$ cat config.mk
export PLATFORM = sky130hd
export DESIGN_NAME = lc3_mem_if
export DESIGN_NICKNAME = d
export VERILOG_FILES = /design/src/rtl/lc3_pkg.sv /design/src/rtl/lc3_dev_regs.sv /design/src/rtl/lc3_mem_if.sv
export SDC_FILE = /design/constraint.sdc
export NUM_CORES = 1
export LEC_CHECK = 0
export ABC_AREA = 1
export BUFFER_PORTS_ARGS = -buffer_cell sky130_fd_sc_hd__buf_2
export CAP_MARGIN = 20
export CORE_MARGIN = 2
export CORE_UTILIZATION = 40
export CTS_BUF_LIST = sky130_fd_sc_hd__clkbuf_8
export CTS_CLUSTER_SIZE = 8
export DETAILED_ROUTE_END_ITERATION = 12
export SYNTH_ARGS = -nofsm -noshare
export SYNTH_HDL_FRONTEND = slang
export SYNTH_HIERARCHICAL = 1
export SYNTH_SLANG_ARGS = --single-unit
$ cat constraint.sdc
create_clock -name i_clk -period 4.9 [get_ports i_clk]
set_clock_uncertainty 0.05 [all_clocks]
set_input_delay 0.98 -clock i_clk [delete_from_list [all_inputs] [get_ports i_clk]]
set_output_delay 0.98 -clock i_clk [all_outputs]
set_load 0.02 [all_outputs]
$ cat src/rtl/lc3_pkg.sv
// Shared types and constants for the LC-3 memory/IO interface.
package lc3_pkg;

    typedef enum logic [1:0] {
        StIdle,
        StReq,
        StDone,
        StRel
    } mem_state_e;

    localparam logic [15:0] ADDR_KBSR        = 16'hFE00;
    localparam logic [15:0] ADDR_KBDR        = 16'hFE02;
    localparam logic [15:0] ADDR_DSR         = 16'hFE04;
    localparam logic [15:0] ADDR_DDR         = 16'hFE06;
    localparam logic [15:0] ERR_DATA_DEFAULT = 16'hDEAD;

    function automatic logic is_dev_addr(input logic [15:0] addr);
        return (addr == ADDR_KBSR) || (addr == ADDR_KBDR) ||
               (addr == ADDR_DSR)  || (addr == ADDR_DDR);
    endfunction

endpackage

$ cat src/rtl/lc3_dev_regs.sv
// Memory-mapped keyboard (KBSR/KBDR) and display (DSR/DDR) registers with their handshakes.
module lc3_dev_regs
    import lc3_pkg::*;
(
    input  logic        i_clk,
    input  logic        i_rst,
    input  logic        i_rd,
    input  logic        i_wr,
    input  logic [15:0] i_addr,
    input  logic [15:0] i_wdata,
    input  logic        i_kb_strobe,
    input  logic [7:0]  i_kb_data,
    input  logic        i_dsp_ack,
    output logic [15:0] o_rdata,
    output logic        o_dsp_valid,
    output logic [7:0]  o_dsp_data
);

    logic        r_kb_ready;
    logic        r_kb_ovr;
    logic [15:0] r_kbdr;
    logic        r_dsp_ready;
    logic        r_dsp_valid;
    logic [15:0] r_ddr;

    logic w_rd_kbsr;
    logic w_rd_kbdr;
    logic w_wr_ddr;

    assign w_rd_kbsr = i_rd && (i_addr == ADDR_KBSR);
    assign w_rd_kbdr = i_rd && (i_addr == ADDR_KBDR);
    assign w_wr_ddr  = i_wr && (i_addr == ADDR_DDR);

    always_ff @(posedge i_clk) begin
        if (i_rst) begin
            r_kb_ready  <= 1'b0;
            r_kb_ovr    <= 1'b0;
            r_kbdr      <= 16'h0000;
            r_dsp_ready <= 1'b1;
            r_dsp_valid <= 1'b0;
            r_ddr       <= 16'h0000;
        end else begin
            // A new strobe beats a concurrent KBDR read, so the fresh character stays flagged
            if (i_kb_strobe) begin
                r_kbdr     <= {8'h00, i_kb_data};
                r_kb_ready <= 1'b1;
            end else if (w_rd_kbdr) begin
                r_kb_ready <= 1'b0;
            end
            if (i_kb_strobe && r_kb_ready) begin
                r_kb_ovr <= 1'b1;
            end else if (w_rd_kbsr) begin
                r_kb_ovr <= 1'b0;
            end
            if (w_wr_ddr) begin
                r_ddr       <= i_wdata;
                r_dsp_ready <= 1'b0;
                r_dsp_valid <= 1'b1;
            end else if (i_dsp_ack) begin
                r_dsp_ready <= 1'b1;
                r_dsp_valid <= 1'b0;
            end
        end
    end

    always_comb begin
        o_rdata = 16'h0000;
        case (i_addr)
            ADDR_KBSR: o_rdata = {r_kb_ready, r_kb_ovr, 14'h0000};
            ADDR_KBDR: o_rdata = r_kbdr;
            ADDR_DSR:  o_rdata = {r_dsp_ready, 15'h0000};
            ADDR_DDR:  o_rdata = r_ddr;
            default:   o_rdata = 16'h0000;
        endcase
    end

    assign o_dsp_valid = r_dsp_valid;
    assign o_dsp_data  = r_ddr[7:0];

endmodule

$ cat src/rtl/lc3_mem_if.sv
// LC-3 MAR/MDR and access sequencer: internal device registers or external req/ack memory.
module lc3_mem_if
    import lc3_pkg::*;
#(
    parameter int unsigned TIMEOUT_CYC = 64,
    parameter logic [15:0] ERR_DATA    = ERR_DATA_DEFAULT
) (
    input  logic        i_clk,
    input  logic        i_rst,
    input  logic        i_ld_mar,
    input  logic        i_ld_mdr,
    input  logic        i_mio_en,
    input  logic        i_r_w,
    input  logic        i_gate_mdr,
    input  logic [15:0] i_data_bus,
    output logic [15:0] o_mdr_out,
    output logic        o_mem_r,
    output logic        o_bus_err,
    output logic        o_mem_req,
    output logic        o_mem_we,
    output logic [15:0] o_mem_addr,
    output logic [15:0] o_mem_wdata,
    input  logic [15:0] i_mem_rdata,
    input  logic        i_mem_ack,
    input  logic        i_kb_strobe,
    input  logic [7:0]  i_kb_data,
    output logic        o_dsp_valid,
    output logic [7:0]  o_dsp_data,
    input  logic        i_dsp_ack
);

    localparam int unsigned CntW = (TIMEOUT_CYC > 2) ? $clog2(TIMEOUT_CYC) : 1;

    mem_state_e    r_state;
    mem_state_e    w_state_d;
    logic [15:0]   r_mar;
    logic [15:0]   r_mdr;
    logic          r_we;
    logic          r_bus_err;
    logic [CntW-1:0] r_tmo_cnt;

    logic          w_is_dev;
    logic          w_tmo;
    logic          w_dev_rd;
    logic          w_dev_wr;
    logic [15:0]   w_dev_rdata;

    assign w_is_dev = is_dev_addr(r_mar);
    assign w_tmo    = (r_tmo_cnt == CntW'(TIMEOUT_CYC - 1));

    always_comb begin
        w_state_d = r_state;
        w_dev_rd  = 1'b0;
        w_dev_wr  = 1'b0;
        case (r_state)
            StIdle: begin
                if (i_mio_en) begin
                    if (w_is_dev) begin
                        w_dev_rd  = !i_r_w;
                        w_dev_wr  = i_r_w;
                        w_state_d = StDone;
                    end else begin
                        w_state_d = StReq;
                    end
                end
            end
            StReq:   if (i_mem_ack || w_tmo) w_state_d = StDone;
            StDone:  w_state_d = StRel;
            StRel:   if (!i_mio_en) w_state_d = StIdle;
            default: w_state_d = StIdle;
        endcase
    end

    always_ff @(posedge i_clk) begin
        if (i_rst) begin
            r_state   <= StIdle;
            r_mar     <= 16'h0000;
            r_mdr     <= 16'h0000;
            r_we      <= 1'b0;
            r_bus_err <= 1'b0;
            r_tmo_cnt <= '0;
        end else begin
            r_state <= w_state_d;
            if (i_ld_mar) r_mar <= i_data_bus;
            if (w_dev_rd) begin
                r_mdr <= w_dev_rdata;
            end else if (r_state == StReq && !r_we && i_mem_ack) begin
                r_mdr <= i_mem_rdata;
            end else if (r_state == StReq && !r_we && w_tmo) begin
                r_mdr <= ERR_DATA;
            end else if (i_ld_mdr && !i_mio_en) begin
                r_mdr <= i_data_bus;
            end
            // Direction is captured on the way out of IDLE and held for the whole request
            if (r_state == StIdle) r_we <= i_r_w;
            r_tmo_cnt <= (r_state == StReq) ? r_tmo_cnt + 1'b1 : '0;
            if (r_state == StReq && !i_mem_ack && w_tmo) r_bus_err <= 1'b1;
        end
    end

    lc3_dev_regs u_dev_regs (
        .i_clk       (i_clk),
        .i_rst       (i_rst),
        .i_rd        (w_dev_rd),
        .i_wr        (w_dev_wr),
        .i_addr      (r_mar),
        .i_wdata     (r_mdr),
        .i_kb_strobe (i_kb_strobe),
        .i_kb_data   (i_kb_data),
        .i_dsp_ack   (i_dsp_ack),
        .o_rdata     (w_dev_rdata),
        .o_dsp_valid (o_dsp_valid),
        .o_dsp_data  (o_dsp_data)
    );

    assign o_mdr_out   = i_gate_mdr ? r_mdr : 16'h0000;
    assign o_mem_r     = (r_state == StDone);
    assign o_bus_err   = r_bus_err;
    assign o_mem_req   = (r_state == StReq);
    assign o_mem_we    = (r_state == StReq) && r_we;
    assign o_mem_addr  = r_mar;
    assign o_mem_wdata = r_mdr;

endmodule
## After elaboration in Yosys (flattened, before gate mapping)

Index checks and enable logic that the tools add are counted.
W data, S select, Z words.

- Register bits: 70
- Input bits: 50
- Output and inout port bits: 61

- Add/sub/neg operators: 1
- Eq/ne operators: 11
- Multiplexer cells: 25
- Bitwise gates (word level): 1
- Reductions and logical operators: 26

Operators by type and width:

| cell | count |
|---|---|
| $mux W16 | 5 |
| $eq A16 B16 Y1 const B | 4 |
| $pmux W16 S4 | 1 |
| $mux W1 | 14 |
| $logic_and A1 B1 Y1 | 11 |
| $mux W2 | 4 |
| $pmux W2 S4 | 1 |
| $add A6 B1 Y6 const B | 1 |
| $eq A6 B6 Y1 const B | 1 |
| $reduce_bool A2 Y1 | 3 |
| $eq A2 B2 Y1 const B | 2 |
| $logic_not A1 Y1 | 4 |
| $logic_or A1 B1 Y1 | 4 |
| $ne A2 B2 Y1 const B | 2 |
| $reduce_bool A4 Y1 | 1 |
| $reduce_and A3 Y1 | 1 |
| $eq A2 B1 Y1 const B | 1 |
| $logic_not A2 Y1 | 1 |
| $ne A2 B1 Y1 const B | 1 |
| $reduce_or A2 Y1 | 1 |
| $not A1 Y1 | 1 |

## Logic depth before layout (Yosys ltp)

Gate-level depths: netlist (run 1).

- Word-level depth: 10
- Gate-level depth with buffers: 12

## Hierarchy

Netlist (run 1), hierarchy kept.

By module, submodules not included:

| module | instances | cells an instance | area each (um^2) | sequential area each (um^2) |
|---|---|---|---|---|
| lc3_mem_if | 1 | 357 | 2337.2 | 840.8 |
| lc3_dev_regs | 1 | 216 | 1405.1 | 560.5 |

## Least setup slack after synthesis (run 1)

No wires, ideal clock.

- Path kind: input to output
- Start point: input i_gate_mdr
- End point: output o_mdr_out[0]
- Data arrival time: 1.680 ns
- Data required time: 3.870 ns
- Slack: 2.190 ns
- Stages: 4
- Cell sequence: clkbuf_1 clkbuf_1 nand2_1 inv_1

- Cells in the longest elaborated chain, start to end: 1

Ends and longest elaborated chain:

| what | line | text |
|---|---|---|
| start, declared | lc3_mem_if.sv:14 | `input logic i_gate_mdr,` |
| $mux W16 | lc3_mem_if.sv:116 | `assign o_mdr_out = i_gate_mdr ? r_mdr : 16'h0000;` |
| end, declared | lc3_mem_if.sv:16 | `output logic [15:0] o_mdr_out,` |

No other way between the ends.

## Final worst setup path (run 1)

- Start point: input i_gate_mdr
- End point: output o_mdr_out[7]

The elaborated chain is that of the path after synthesis.

==> results of run 1 <==
-- per-stage QoR --
stage / instances / util [%]
finish: 777 / 48.9
global route: 777 / 48.9
CTS: 777 / 48.9
detailed placement: 761 / 46.3
global placement: 761 / 46.3
floorplan: 573 / -
-- cells by family after synthesis --
group | after synthesis
buffers and inverters | 112
XOR/XNOR | 2
adder cells (fa/ha/maj) | 5
flip-flops | 70
AND/OR/NAND/NOR | 297
AO/OA/AOI/OAI | 87
-- final timing paths --
kind | startpoint | endpoint | slack [ns]
worst max-delay path | i_gate_mdr | o_mdr_out[7] | 2.30
worst min-delay path | r_tmo_cnt[0] | r_tmo_cnt[0] | 0.40
worst max register to register | r_state[1] | o_mem_wdata[7] | 2.44
worst min register to register | r_tmo_cnt[0] | r_tmo_cnt[0] | 0.40
-- routing by layer --
metal	wire length, um	GRT usage (%)	part of all wire [%]
met1	4880	27.3	47
met2	4810	33.6	47
met3	448	3.61	4.4
met4	148	7.48	1.4
met5	0	0	0
-- power groups by stage --
stage	Combinational [mW]	Sequential, mW	Clock, mW
final	0.429	0.681	0.554
after global routing	0.473	0.688	0.593
after CTS	0.429	0.680	0.568
after detailed placement	0.425	0.694	0
after global placement	0.416	0.692	0
after floorplan	0.269	0.718	0
-- final cells by class --
type	count	area, um^2
Fill cell	966	4680
Multi-Input combinational cell	391	1850
Sequential cell	70	1400
Timing Repair Buffer	110	551
Inverter	79	299
Clock buffer	12	165
Tap cell	111	139
Clock inverter	4	76.3
-- Yosys cell counts --
master    count
nor2_1      113
nand2_1     108
inv_1        72
dfxtp_1      70
o21ai_0      47
nand3_1      40
a21oi_1      28
clkbuf_1     13
nand4_1      10
buf_4         9
o21ai_1       8
buf_2         7
nor2_2        7
ha_1          5
buf_6         4
inv_2         4
nand3b_1      4
nand3_2       3
nor2_4        3
clkinv_1      2
nand2_2       2
nand2_4       2
nor4_1        2
xnor2_1       2
a211oi_1      1
inv_4         1
nand3_4       1
nand4_4       1
nor3_1        1
o211ai_1      1
o21a_1        1
o22ai_1       1
-- registers in the layout, indices dropped and copies added, names as in the netlist --
signal                  count
u_dev_regs/r_kb_ready       1
u_dev_regs/r_kbdr           8
r_tmo_cnt                   6
u_dev_regs/r_ddr           16
u_dev_regs/o_dsp_valid      1
u_dev_regs/r_dsp_ready      1
o_mem_wdata                16
r_state                     2
r_we                        1
o_bus_err                   1
o_mem_addr                 16
u_dev_regs/r_kb_ovr         1
==> summary.txt, run 1 <==
Status -> finished clean
Post-DP HPWL -> 7640 um
Area after detailed placement -> 0.00424 mm^2
Cell accounting for the most synthesized area -> dfxtp_1
Syn_nets -> 628
Maximum clock rate -> 0.384 GHz
Starting Density -> 40.9%
CTS tree -> yes
Ant diodes -> 0
Delay-heaviest family, CP -> buffers and inverters
Total power -> 1.66 mW
DP Worst Slack -> 2.29 ns
Worst-Skew Late Latency -> 0.35 ns
DR iter-0 viols -> 146
Drt total wl -> 10300 um
Grt ovf -> 0
Mapped Avg Cell Area -> 6.53 um^2
Post-synthesis sequential element count -> 70
Most used cell, CP -> buf_2
Worst slew margin -> 49.3%
Post-Synth Simple-Gate Area -> 35.3%
Initial antenna violation count -> 0
WL/cell -> 13.2 um
Hold_buf cts -> 0
Pre-antenna DRT Iters -> 4
CP endpoint kind -> primary output
Layout cell share with drive strength beyond 1 -> 22.5%
Die Y -> 101 um
Pin count of the biggest net entering global routing -> 35
Cells after synthesis -> 573
Setup Fix Bufs, Post-CTS -> 0
Deepest clock path buffer count -> 2
Complex-gate fraction of the synthesized area -> 11.9%
Critical Path Start Type -> primary input
TNS Setup -> 0 ns
Internal -> 1.10 mW
Critical Path RT -> 3.87 ns
Routed Antenna Nets -> 0
Vias -> 3826
Max Slew Vio Count -> 0
Rows -> 35
DR DRC count -> 0
Hold-critical path depth -> 1
Logic pwr share -> 25.8%
# clock sinks -> 70
Register area share after synthesis -> 37.4%
Final-stage net count -> 716
Clock power share -> 33.3%
Adder-Cell Fraction of Synth Area -> 1.67%
Sw frac -> 34.1%
Sw Pwr -> 0.568 mW
First-pass GRT wire length -> 16400 um
DIE AREA -> 0.0101 mm^2
Tmin final -> 2.60 ns
Unique masters post-synth -> 32
Critical path class -> in2out
Critical path depth -> 4
Worst setup margin -> 2.30 ns
Core Region -> 0.00915 mm^2
Worst Hold Class -> reg2reg
Clk root buf -> clkbuf_8
Leak -> 2.36 nW
Crit path arrival time -> 1.57 ns
P per Cell Area -> 372 mW/mm^2
Area contributors post-synth -> dfxtp_1, nor2_1, nand2_1
Xor and xnor area share after synthesis -> 0.468%
Buffers on Ports -> 110
Clock slew at reported path FFs -> 0.07 ns
H-tree levels -> 3
Routability cong. -> 0.818
Sequential fraction of design power -> 40.9%
Commonest cells after routing, fill and taps aside -> nor2_1, buf_2, nand2_1
Max cap viols -> 0
Crit-path cells -> buf_2 -> nand2_1 -> inv_1 -> buf_2
Crit Path Max Fanout -> 16
Die X -> 101 um
RSZ-0062 raised after global routing -> false
Vias in the first global route -> 3426
Slowest cell on crit path -> buf_2
Post-synthesis mux area share -> 0%
Num CTS Buffers -> 9
Final period utilization -> 53.1%
Vias/cell -> 4.92
Final Hold Viols -> 0
Fin Hold WS -> 0.398 ns
Ys Warns -> 6
Area share of the largest cell type after synthesis -> 37.4%
Total GRT Usage -> 20.6%
Area Overhead vs Synth -> 19.6%
Worst Tran Pin Value -> 0.760 ns
I/O pin count -> 111
Post-route cell area -> 0.00448 mm^2
Reg2reg path depth -> 10
Max VDD drop -> 176 uV
Most common cell after layout, fill and taps aside -> nor2_1
CP Buf/Inv Count -> 3
Post-Syn Area -> 0.00374 mm^2
Final-report setup violation count -> 0
Cts repair resizes -> 0
Largest family of logic cells by synthesized area -> simple AND/OR/NAND/NOR gates
Critical Path Max Stage Delay -> 0.28 ns
(Power assumes the default switching activity.)
==> run 2: changes to the inputs <==
PLACE_DENSITY = 0.67   (was default)
clock period = 2.1 ns   (was 4.9 ns; I/O delays follow)
==> run 2 against run 1 <==
Die area unchanged. Critical endpoint is now o_mem_wdata[11]. Via count rose by 2.6%. Utilization grew 1.2 points.
==> summary.txt, run 2 (synthesized netlist as in run 1, its figures left out) <==
RSZ-0062 raised after global routing -> false
Reg2reg path depth -> 9
GR Util met3 -> 4.37%
Final period utilization -> 93.0%
Max cap viols -> 0
Critical path class -> reg2reg
Clock power share -> 32.1%
Most common cell after layout, fill and taps aside -> nor2_1
Vias/cell -> 4.99
Worst reg2reg setup slack -> 0.15 ns
Top Usage Layer GRT -> met2
Die X -> 101 um
Max Slew Vio Count -> 0
Final-report setup violation count -> 0
Met1 Usage GRT -> 28.2%
Die Y -> 101 um
Multi-input combinational cell area -> 0.00192 mm^2
FF/Latch Area -> 0.00140 mm^2
First-pass GRT wire length -> 17000 um
Layout cell share with drive strength beyond 1 -> 24.6%
Hold Crit Start -> i_kb_data[7]
Total power -> 3.86 mW
CTS tree -> yes
Crit path arrival time -> 2.15 ns
Commonest cells after routing, fill and taps aside -> nor2_1, buf_2, nand2_1
Clock slew at reported path FFs -> 0.08 ns
Num CTS Buffers -> 9
Worst Hold Class -> in2reg
Starting Density -> 40.9%
Slowest cell on crit path -> dfxtp_1
# fillers -> 919
Area Overhead vs Synth -> 22.7%
Initial antenna violation count -> 0
Total GRT Usage -> 21.2%
Worst slew margin -> 54.4%
Ant diodes -> 0
Routability cong. -> 0.857
Critical Path RT -> 2.29 ns
Critical Path Max Stage Delay -> 0.35 ns
Setup Fix Bufs, Post-CTS -> 0
Pin count of the biggest net entering global routing -> 28
Crit-path cells -> inv_1 -> ha_2 -> nand3_2 -> nor2_2 -> nand4_4 -> nand2_4 -> nand2_1 -> nor2_1 -> nor2_1
Deepest clock path buffer count -> 2
Routed Antenna Nets -> 0
Internal -> 2.50 mW
Maximum clock rate -> 0.512 GHz
Worst-Skew Late Latency -> 0.35 ns
Pre-antenna DRT Iters -> 4
Hold_buf cts -> 0
P per Cell Area -> 840 mW/mm^2
Status -> finished clean
Met2 Track Usage GR -> 35.5%
Leak -> 2.39 nW
Tmin final -> 1.95 ns
Most used cell, CP -> nor2_1
Critical Path Start Type -> register
Drt total wl -> 10800 um
Final-stage net count -> 726
Worst Tran Pin Value -> 0.683 ns
DR iter-0 viols -> 187
Post-DP HPWL -> 7710 um
WHS Endpoint -> u_dev_regs/r_kbdr[7]
# clock sinks -> 70
Buffers on Ports -> 110
Grt ovf -> 0
I/O pin count -> 111
Core Region -> 0.00915 mm^2
Sw Pwr -> 1.36 mW
Vias in the first global route -> 3532
Reg2reg end -> o_mem_wdata[11]
Crit Path Max Fanout -> 24
TNS Setup -> 0 ns
Clk root buf -> clkbuf_8
Logic pwr share -> 26.8%
H-tree levels -> 3
DIE AREA -> 0.0101 mm^2
DR DRC count -> 0
Max VDD drop -> 413 uV
Hold-critical path depth -> 3
Vias -> 3926
CP endpoint kind -> register
Reg2reg start -> r_state[0]
Sw frac -> 35.1%
WL/cell -> 13.8 um
Final Util -> 50.2%
Sequential fraction of design power -> 41.2%
Final Hold Viols -> 0
Rows -> 35
run 2: cell types whose count changed in the layout (fill, tap and decap cells not counted), moves of 2 or more:
cell,delta
nand3_4,+3
clkinvlp_4,+2
clkbuf_8,-2
buf_4,+7
clkinv_2,+2
run 2: worst max-delay path by stage:
stage                          start                      to  slack (ns)  depth (start not counted)
final                     r_state[0]         o_mem_wdata[11]        0.15                          9
after floorplan           r_state[0]  u_dev_regs/r_dsp_ready        0.18                         10
after detailed placement  r_state[0]     u_dev_regs/r_ddr[3]        0.01                         10
after global placement    r_state[0]     u_dev_regs/r_ddr[2]        0.09                         10
after CTS                 r_state[0]     u_dev_regs/r_ddr[3]        0.09                         10
after global routing      r_state[1]         o_mem_wdata[11]       0.001                         11
run 2: power by group through the flow:
stage | registers (mW) | clock network, mW | logic (mW)
after global placement | 1.61 | 0 | 0.982
final | 1.59 | 1.24 | 1.03
after CTS | 1.58 | 1.25 | 1.01
after global routing | 1.61 | 1.32 | 1.14
after floorplan | 1.68 | 0 | 0.627
after detailed placement | 1.61 | 0 | 1.01
run 2: repair_timing:
action | CTS | global route
cloned | 1 | 2
pin swaps | 0 | 0
setup endpoints to repair | 5 | 33
gates resized for setup | 1 | 9
run 2: layer usage:
layer  up-vias  share of wire [%]
met5         -                  0
met4         0               0.83
met3         6                4.7
met2       106                 48
met1      1817                 46
li1       1997                  -
run 2: area by class of cell:
class | count | area share (%)
Clock inverter | 6 | 1.85
Inverter | 79 | 6.60
Timing Repair Buffer | 117 | 13.1
Tap cell | 111 | 3.03
Multi-Input combinational cell | 394 | 41.9
Clock buffer | 10 | 3.00
Sequential cell | 70 | 30.5
run 2: metrics by stage:
| stage | instance area (um^2) | hold WS [ns] | std cells | worst slack [ns] |
|---|---|---|---|---|
| 2_1_floorplan | 3740 | 0.368 | 573 | 0.177 |
| 3_3_place_gp | 4290 | 0.381 | 768 | 0.0877 |
| 3_5_place_dp | 4290 | 0.395 | 768 | 0.0138 |
| 4_1_cts | 4530 | 0.232 | 785 | 0.0876 |
| 5_1_grt | 4590 | 0.235 | 787 | 0.00127 |
| 6_report | 4590 | 0.245 | 787 | 0.146 |
run 2: worst max-delay path: cells and delay by family (launching register included):
family                     cells  cell delay, ns
DFF                            1            0.35
adders and majority gates      1            0.22
buffers and inverters          1            0.10
and+or+nand+nor                7            1.12
